--- config.mk ---
export PLATFORM = sky130hd
export DESIGN_NAME = ir_nec_decoder
export DESIGN_NICKNAME = d
export VERILOG_FILES = /design/src/rtl/ir_pkg.sv /design/src/rtl/ir_pulse_timer.sv /design/src/rtl/ir_nec_decoder.sv
export SDC_FILE = /design/constraint.sdc
export NUM_CORES = 1
export LEC_CHECK = 0
export CORE_ASPECT_RATIO = 1.1
export CORE_UTILIZATION = 45
export DETAILED_ROUTE_END_ITERATION = 12
export SYNTH_ARGS = -nofsm -noshare
export SYNTH_HDL_FRONTEND = slang
export SYNTH_SLANG_ARGS = --single-unit
--- constraint.sdc ---
create_clock -name clk -period 3.4 [get_ports clk]
set_input_delay 0.34 -clock clk [delete_from_list [all_inputs] [get_ports clk]]
set_output_delay 0.34 -clock clk [all_outputs]
set_load 0.005 [all_outputs]
--- src/rtl/ir_pkg.sv ---
// Shared definitions for the NEC IR receive path.
//  - FSM state encoding for the decoder
//  - NEC timing windows, expressed in 10 us timing ticks (inclusive bounds)
//  - PHASE_W: width of the saturating phase-length counter
//  - in_window(): inclusive range test of a measured phase length
package ir_pkg;

    localparam int PHASE_W = 11;
    localparam logic [PHASE_W-1:0] PHASE_MAX = 11'd2047;

    localparam int NEC_LEAD_LO_MIN  = 800;
    localparam int NEC_LEAD_LO_MAX  = 1000;
    localparam int NEC_LEAD_HI_MIN  = 400;
    localparam int NEC_LEAD_HI_MAX  = 500;
    localparam int NEC_RPT_HI_MIN   = 180;
    localparam int NEC_RPT_HI_MAX   = 270;
    localparam int NEC_BIT_LO_MIN   = 40;
    localparam int NEC_BIT_LO_MAX   = 72;
    localparam int NEC_BIT0_HI_MIN  = 40;
    localparam int NEC_BIT0_HI_MAX  = 72;
    localparam int NEC_BIT1_HI_MIN  = 140;
    localparam int NEC_BIT1_HI_MAX  = 200;

    typedef enum logic [2:0] {
        ST_IDLE    = 3'd0,
        ST_LEAD_LO = 3'd1,
        ST_LEAD_HI = 3'd2,
        ST_BIT_LO  = 3'd3,
        ST_BIT_HI  = 3'd4,
        ST_CHECK   = 3'd5,
        ST_RPT_LO  = 3'd6
    } ir_state_e;

    function automatic logic in_window(input logic [PHASE_W-1:0] t, input int lo, input int hi);
        return (int'(t) >= lo) && (int'(t) <= hi);
    endfunction

endpackage

--- src/rtl/ir_pulse_timer.sv ---
// Front end of the IR receiver: synchronises the raw pin, detects edges on the
// synchronised level and measures how long the current level has lasted.
// Ports:
//  clk          in   clock
//  reset        in   synchronous, active-high
//  ir_rx        in   raw asynchronous receiver output (low = carrier)
//  fall         out  one-cycle strobe, synced level went 1 -> 0
//  rise         out  one-cycle strobe, synced level went 0 -> 1
//  phase_ticks  out  ticks elapsed since the last edge (saturating)
module ir_pulse_timer
    import ir_pkg::*;
#(
    parameter int TICK_DIV = 250
) (
    input  logic               clk,
    input  logic               reset,
    input  logic               ir_rx,
    output logic               fall,
    output logic               rise,
    output logic [PHASE_W-1:0] phase_ticks
);

    localparam int PRE_W = (TICK_DIV > 1) ? $clog2(TICK_DIV) : 1;
    localparam logic [PRE_W-1:0] PRE_LAST = PRE_W'(TICK_DIV - 1);

    // Two synchroniser flops, then one more for edge detection. They reset
    // to the idle-high level so leaving reset never fakes a falling edge.
    logic [1:0]         sync_q;
    logic               rx_prev_q;
    logic [PRE_W-1:0]   presc_q, presc_d;
    logic [PHASE_W-1:0] phase_q, phase_d;
    logic               tick;
    logic               rx_s;

    assign rx_s = sync_q[1];
    assign fall = rx_prev_q & ~rx_s;
    assign rise = ~rx_prev_q & rx_s;
    assign tick = (presc_q == PRE_LAST);

    always_comb begin
        presc_d = tick ? '0 : presc_q + 1'b1;
        phase_d = phase_q;
        if (fall || rise) begin
            phase_d = '0;
        end else if (tick && (phase_q != PHASE_MAX)) begin
            phase_d = phase_q + 1'b1;
        end
    end

    always_ff @(posedge clk) begin
        if (reset) begin
            sync_q    <= 2'b11;
            rx_prev_q <= 1'b1;
            presc_q   <= '0;
            phase_q   <= '0;
        end else begin
            sync_q    <= {sync_q[0], ir_rx};
            rx_prev_q <= rx_s;
            presc_q   <= presc_d;
            phase_q   <= phase_d;
        end
    end

    assign phase_ticks = phase_q;

endmodule

--- src/rtl/ir_nec_decoder.sv ---
// NEC infrared frame decoder. Walks leader / 32 data bits / stop burst,
// validates every phase against its timing window and publishes the address
// and command bytes of each good frame. Repeat codes are reported only after
// a good frame has been seen since reset.
// Ports:
//  clk        in   clock
//  reset      in   synchronous, active-high
//  ir_rx      in   raw IR receiver output, idle high
//  frame_vld  out  one-cycle strobe, addr/cmd updated in the same cycle
//  rpt_vld    out  one-cycle strobe, repeat code seen
//  err        out  one-cycle strobe, bad timing / inverse mismatch / timeout
//  addr, cmd  out  last good address / command byte (held)
//  busy       out  high while a frame is being received
module ir_nec_decoder
    import ir_pkg::*;
#(
    parameter int TICK_DIV  = 250,
    parameter bit CHECK_INV = 1'b1,
    parameter int TIMEOUT   = 1100
) (
    input  logic       clk,
    input  logic       reset,
    input  logic       ir_rx,
    output logic       frame_vld,
    output logic       rpt_vld,
    output logic       err,
    output logic [7:0] addr,
    output logic [7:0] cmd,
    output logic       busy
);

    logic               fall, rise;
    logic [PHASE_W-1:0] phase_ticks;

    ir_pulse_timer #(.TICK_DIV(TICK_DIV)) u_timer (
        .clk         (clk),
        .reset       (reset),
        .ir_rx       (ir_rx),
        .fall        (fall),
        .rise        (rise),
        .phase_ticks (phase_ticks)
    );

    ir_state_e   state_q;
    logic [5:0]  bitcnt_q;
    logic [31:0] sr_q;
    logic [7:0]  addr_q, cmd_q;
    logic        frame_vld_q, rpt_vld_q, err_q, have_frame_q;
    logic        inv_bad, timed_out;

    assign inv_bad   = (sr_q[15:8] != ~sr_q[7:0]) || (sr_q[31:24] != ~sr_q[23:16]);
    assign timed_out = int'(phase_ticks) > TIMEOUT;

    always_ff @(posedge clk) begin
        if (reset) begin
            state_q      <= ST_IDLE;
            bitcnt_q     <= '0;
            sr_q         <= '0;
            addr_q       <= '0;
            cmd_q        <= '0;
            frame_vld_q  <= 1'b0;
            rpt_vld_q    <= 1'b0;
            err_q        <= 1'b0;
            have_frame_q <= 1'b0;
        end else begin
            frame_vld_q <= 1'b0;
            rpt_vld_q   <= 1'b0;
            err_q       <= 1'b0;
            // A phase that never ends (stuck low, or line gone quiet mid-frame)
            // must not leave the decoder parked outside IDLE.
            if ((state_q != ST_IDLE) && timed_out) begin
                err_q   <= 1'b1;
                state_q <= ST_IDLE;
            end else begin
                case (state_q)
                    ST_IDLE: begin
                        if (fall) state_q <= ST_LEAD_LO;
                    end
                    ST_LEAD_LO: begin
                        if (rise) begin
                            if (in_window(phase_ticks, NEC_LEAD_LO_MIN, NEC_LEAD_LO_MAX)) begin
                                state_q <= ST_LEAD_HI;
                            end else begin
                                err_q   <= 1'b1;
                                state_q <= ST_IDLE;
                            end
                        end
                    end
                    ST_LEAD_HI: begin
                        if (fall) begin
                            if (in_window(phase_ticks, NEC_LEAD_HI_MIN, NEC_LEAD_HI_MAX)) begin
                                bitcnt_q <= '0;
                                state_q  <= ST_BIT_LO;
                            end else if (in_window(phase_ticks, NEC_RPT_HI_MIN, NEC_RPT_HI_MAX)) begin
                                state_q <= ST_RPT_LO;
                            end else begin
                                err_q   <= 1'b1;
                                state_q <= ST_IDLE;
                            end
                        end
                    end
                    ST_BIT_LO: begin
                        // The 33rd burst is the stop burst that closes the frame.
                        if (rise) begin
                            if (in_window(phase_ticks, NEC_BIT_LO_MIN, NEC_BIT_LO_MAX)) begin
                                state_q <= (bitcnt_q == 6'd32) ? ST_CHECK : ST_BIT_HI;
                            end else begin
                                err_q   <= 1'b1;
                                state_q <= ST_IDLE;
                            end
                        end
                    end
                    ST_BIT_HI: begin
                        // LSB first: new bits enter at the top and move down.
                        if (fall) begin
                            if (in_window(phase_ticks, NEC_BIT0_HI_MIN, NEC_BIT0_HI_MAX)) begin
                                sr_q     <= {1'b0, sr_q[31:1]};
                                bitcnt_q <= bitcnt_q + 1'b1;
                                state_q  <= ST_BIT_LO;
                            end else if (in_window(phase_ticks, NEC_BIT1_HI_MIN, NEC_BIT1_HI_MAX)) begin
                                sr_q     <= {1'b1, sr_q[31:1]};
                                bitcnt_q <= bitcnt_q + 1'b1;
                                state_q  <= ST_BIT_LO;
                            end else begin
                                err_q   <= 1'b1;
                                state_q <= ST_IDLE;
                            end
                        end
                    end
                    ST_CHECK: begin
                        if (CHECK_INV && inv_bad) begin
                            err_q <= 1'b1;
                        end else begin
                            addr_q       <= sr_q[7:0];
                            cmd_q        <= sr_q[23:16];
                            frame_vld_q  <= 1'b1;
                            have_frame_q <= 1'b1;
                        end
                        state_q <= ST_IDLE;
                    end
                    ST_RPT_LO: begin
                        if (rise) begin
                            if (in_window(phase_ticks, NEC_BIT_LO_MIN, NEC_BIT_LO_MAX) && have_frame_q) begin
                                rpt_vld_q <= 1'b1;
                            end else begin
                                err_q <= 1'b1;
                            end
                            state_q <= ST_IDLE;
                        end
                    end
                    default: state_q <= ST_IDLE;
                endcase
            end
        end
    end

    assign frame_vld = frame_vld_q;
    assign rpt_vld   = rpt_vld_q;
    assign err       = err_q;
    assign addr      = addr_q;
    assign cmd       = cmd_q;
    assign busy      = (state_q != ST_IDLE);

endmodule

==> impl_results.md <==
- Hold Crit Class: input pin to register
- First DRT Iteration DRCs: 101
- Max clock buf depth: 2
- Cell leakage power: 2.01 nW
- Antenna violations before repair: 0
- Met3 wire len: 184 um
- Placer Congestion: 0.882
- CTS tree: built
- # setup viols final: 0
- Setup CP Type: register to register
- Port-buffer cells: 22
- Period utilization: 69.1%
- R2R setup slack: 1050 ps
- Nets: 449
- Cell accounting for the most synthesized area: dfxtp_1
- Hold Path Depth: 2
- DRT Pass-1 Iters: 5
- CP required: 3680 ps
- Pre-CTS setup slack: 1070 ps
- Min Hold Slack: 425 ps
- Hold path startpoint: reset
- VDD IR-drop max: 0.254 mV
- Post-route setup slack: 1050 ps
- Reg clk slew, reported paths: 90 ps
- Gr ovfl total: 0
- Detail Route Antenna Nets: 0
- Final instance area: 4400 um^2
- Max Used Layer: met4
- Least-Margin Pin Slew: 636 ps
- Seq cells post-synth: 83
- Largest net degree at the start of global routing: 40
- Inserted Clock Buffers: 9
- Pwr/cell area: 418 nW/um^2
- RSZ-0062 raised after global routing: false
- Top Ports: 23
- Syn Nets: 437
- Syn avg cell area: 9.10 um^2
- Crit path max fanout: 37
- Layout cells sized above 1: 7.90%
- DP Cell Count: 538
- Std-Cell Rows: 35
- Post-synth top cells: nor2_1, dfxtp_1, mux2i_1
- Minimum clock period: 2350 ps
- Reg-to-reg startpoint: u_timer.phase_ticks[4]
- Met2 Wirelength: 3.47 mm
- Non-filler cells, final: 554
- Combinational power share: 2.2%
- Area Overhead vs Synth: 13.5%
- Rel. slew slack: 57.3%
- Synth unique cells: 52
- DR WL/cell: 13.6 um
- Total net switching power: 422 uW
- Post-synth EDFFs: 0
- Setup crit start kind: register
- Setup TNS Final: 0 ps
- Worst path arrival time: 2630 ps
- Initial core utilization: 46.4%
- Max Clock Skew: 10.6 ps
- GRT Total Usage: 18.0%
- Reg power frac: 53.3%
- R2r endpoint: bitcnt_q[5]
- CTS Sinks: 83
- Chip height: 99.4 um
- R2R depth: 7
- Crit end category: register
- Async SR Flop Fraction: 0%
- Hold Vio Cnt, Final: 0
- Sw Share: 22.9%
- Max-slew violations: 0
- # hold bufs at CTS: 0
- WL final: 7.53 mm
- Synth Warn #: 0
- Seq/Total Area, Yosys: 42.8%
- HPWL after detailed placement: 5.14 mm
- Max Cap Viol: 0
- Ys flop type: dfxtp_1
- DP Area: 4170 um^2
- Ant diodes: 0
- Clock share of power: 44.4%
- # Post-CTS Setup Buffers: 0
- Most frequent cell after synthesis: nor2_1
- Worst skew pair latency: 350 ps
- Via density: 5.29
- First-pass GRT wire length: 13.1 mm
- Post-route DRC: 0
- Fmax: 425 MHz
- Total die area: 8990 um^2
- Wl on met1: 3.64 mm
- CTS Root Cell: clkbuf_8
- Core Area: 8360 um^2
- Die Wd: 90.5 um
- Outcome: finished, final reports clean
- Vias post-DR: 2932
- Main area contributors after synthesis: dfxtp_1, mux2i_1, nor2_1
- Post-CTS Resized: 0
- Htree depth: 3
- Synth top area share: 42.8%
- Hold Path End: sr_q[16]
- Total internal power: 1.42 mW
- Number of global-route vias before repair: 2748
- Synthesized instance count: 426
- Mapped cell area: 3880 um^2
area by class of cell:
class                      count  area, um^2
fill                         787        3960
clock inverter                 7         106
tap                          111         139
inverter                      15        56.3
clock buffer                   9         124
multi-input combinational    304        2080
timing repair buffer          25         238
sequential                    83        1660
logic make-up (layout without fill, tap and decap cells):
logic type                 after synthesis  count (layout)  synth area share [%]
xor gates and xnor gates                34              34                  7.68
buffers and inverters                   39              56                  4.10
adders and majority gates                8               8                  2.58
DFF                                     83              83                  42.8
and+or+nand+nor                        167             167                  20.7
muxes                                   49              49                  12.6
AOI/OAI and AO/OA                       46              46                  9.42
metrics by stage:
stage	power [mW]	util, %
after CTS	1.87	52.6
after global placement	1.05	49.9
after detailed placement	1.05	49.9
after floorplan	1.04	-
final	1.84	52.6
after global routing	1.92	52.6
power groups by stage:
stage | Sequential [mW] | Clock [mW] | Combinational [mW]
3_5_place_dp | 1.00 | 0 | 0.0423
3_3_place_gp | 1.00 | 0 | 0.0424
5_1_grt | 0.983 | 0.889 | 0.0475
2_1_floorplan | 1.00 | 0 | 0.0330
6_report | 0.982 | 0.818 | 0.0414
4_1_cts | 0.982 | 0.845 | 0.0425
worst max path at each step:
stage,from,slack [ps],end
6_report,u_timer.phase_ticks[4],1050,bitcnt_q[5]
4_1_cts,u_timer.phase_ticks[4],1050,bitcnt_q[5]
5_1_grt,u_timer.phase_ticks[4],810,bitcnt_q[5]
3_3_place_gp,u_timer.phase_ticks[4],1130,bitcnt_q[5]
3_5_place_dp,u_timer.phase_ticks[4],1070,bitcnt_q[5]
2_1_floorplan,u_timer.phase_ticks[0],1390,addr[0]
cell usage in the layout (no fill, tap or decap), drive strengths merged, types with 3 or more instances in the layout:
cell type and count:
nor2b 3, nor4 3, o21ai 9, nor2 88, a211oi 4, inv 19, or2 6, nand4 12
nor3 5, nand2b 6, and3 5, and2 4, ha 8, mux2i 49, clkbuf 9, xor2 25
clkdlybuf4s50 21, buf 4, xnor2 9, nand3 13, nand2 11, a21oi 9, dfxtp 83, and4 3
critical path, stage by stage, from the launching register on:
cell       delay, ps
dfxtp_1          570
o21ai_1          150
a2111oi_4        550
o221ai_4         160
buf_4            330
nor4_1           320
nor2_1            70
a21oi_1          110
state kept, by name, summed over array words and instances (netlist names), 2 cells and up:
signal / flops
sr_q: 32
u_timer.presc_q: 8
state_q: 3
bitcnt_q: 6
u_timer.sync_q: 2
addr: 8
cmd: 8
u_timer.phase_ticks: 11
layer usage:
metal  GRT usage, %  vias up
li1               -     1486
met1           23.6     1371
met2           28.3       57
met3           2.91       18
met4           10.2        0
met5              0        -
No activity file was read; power rests on OpenSTA's default activity.
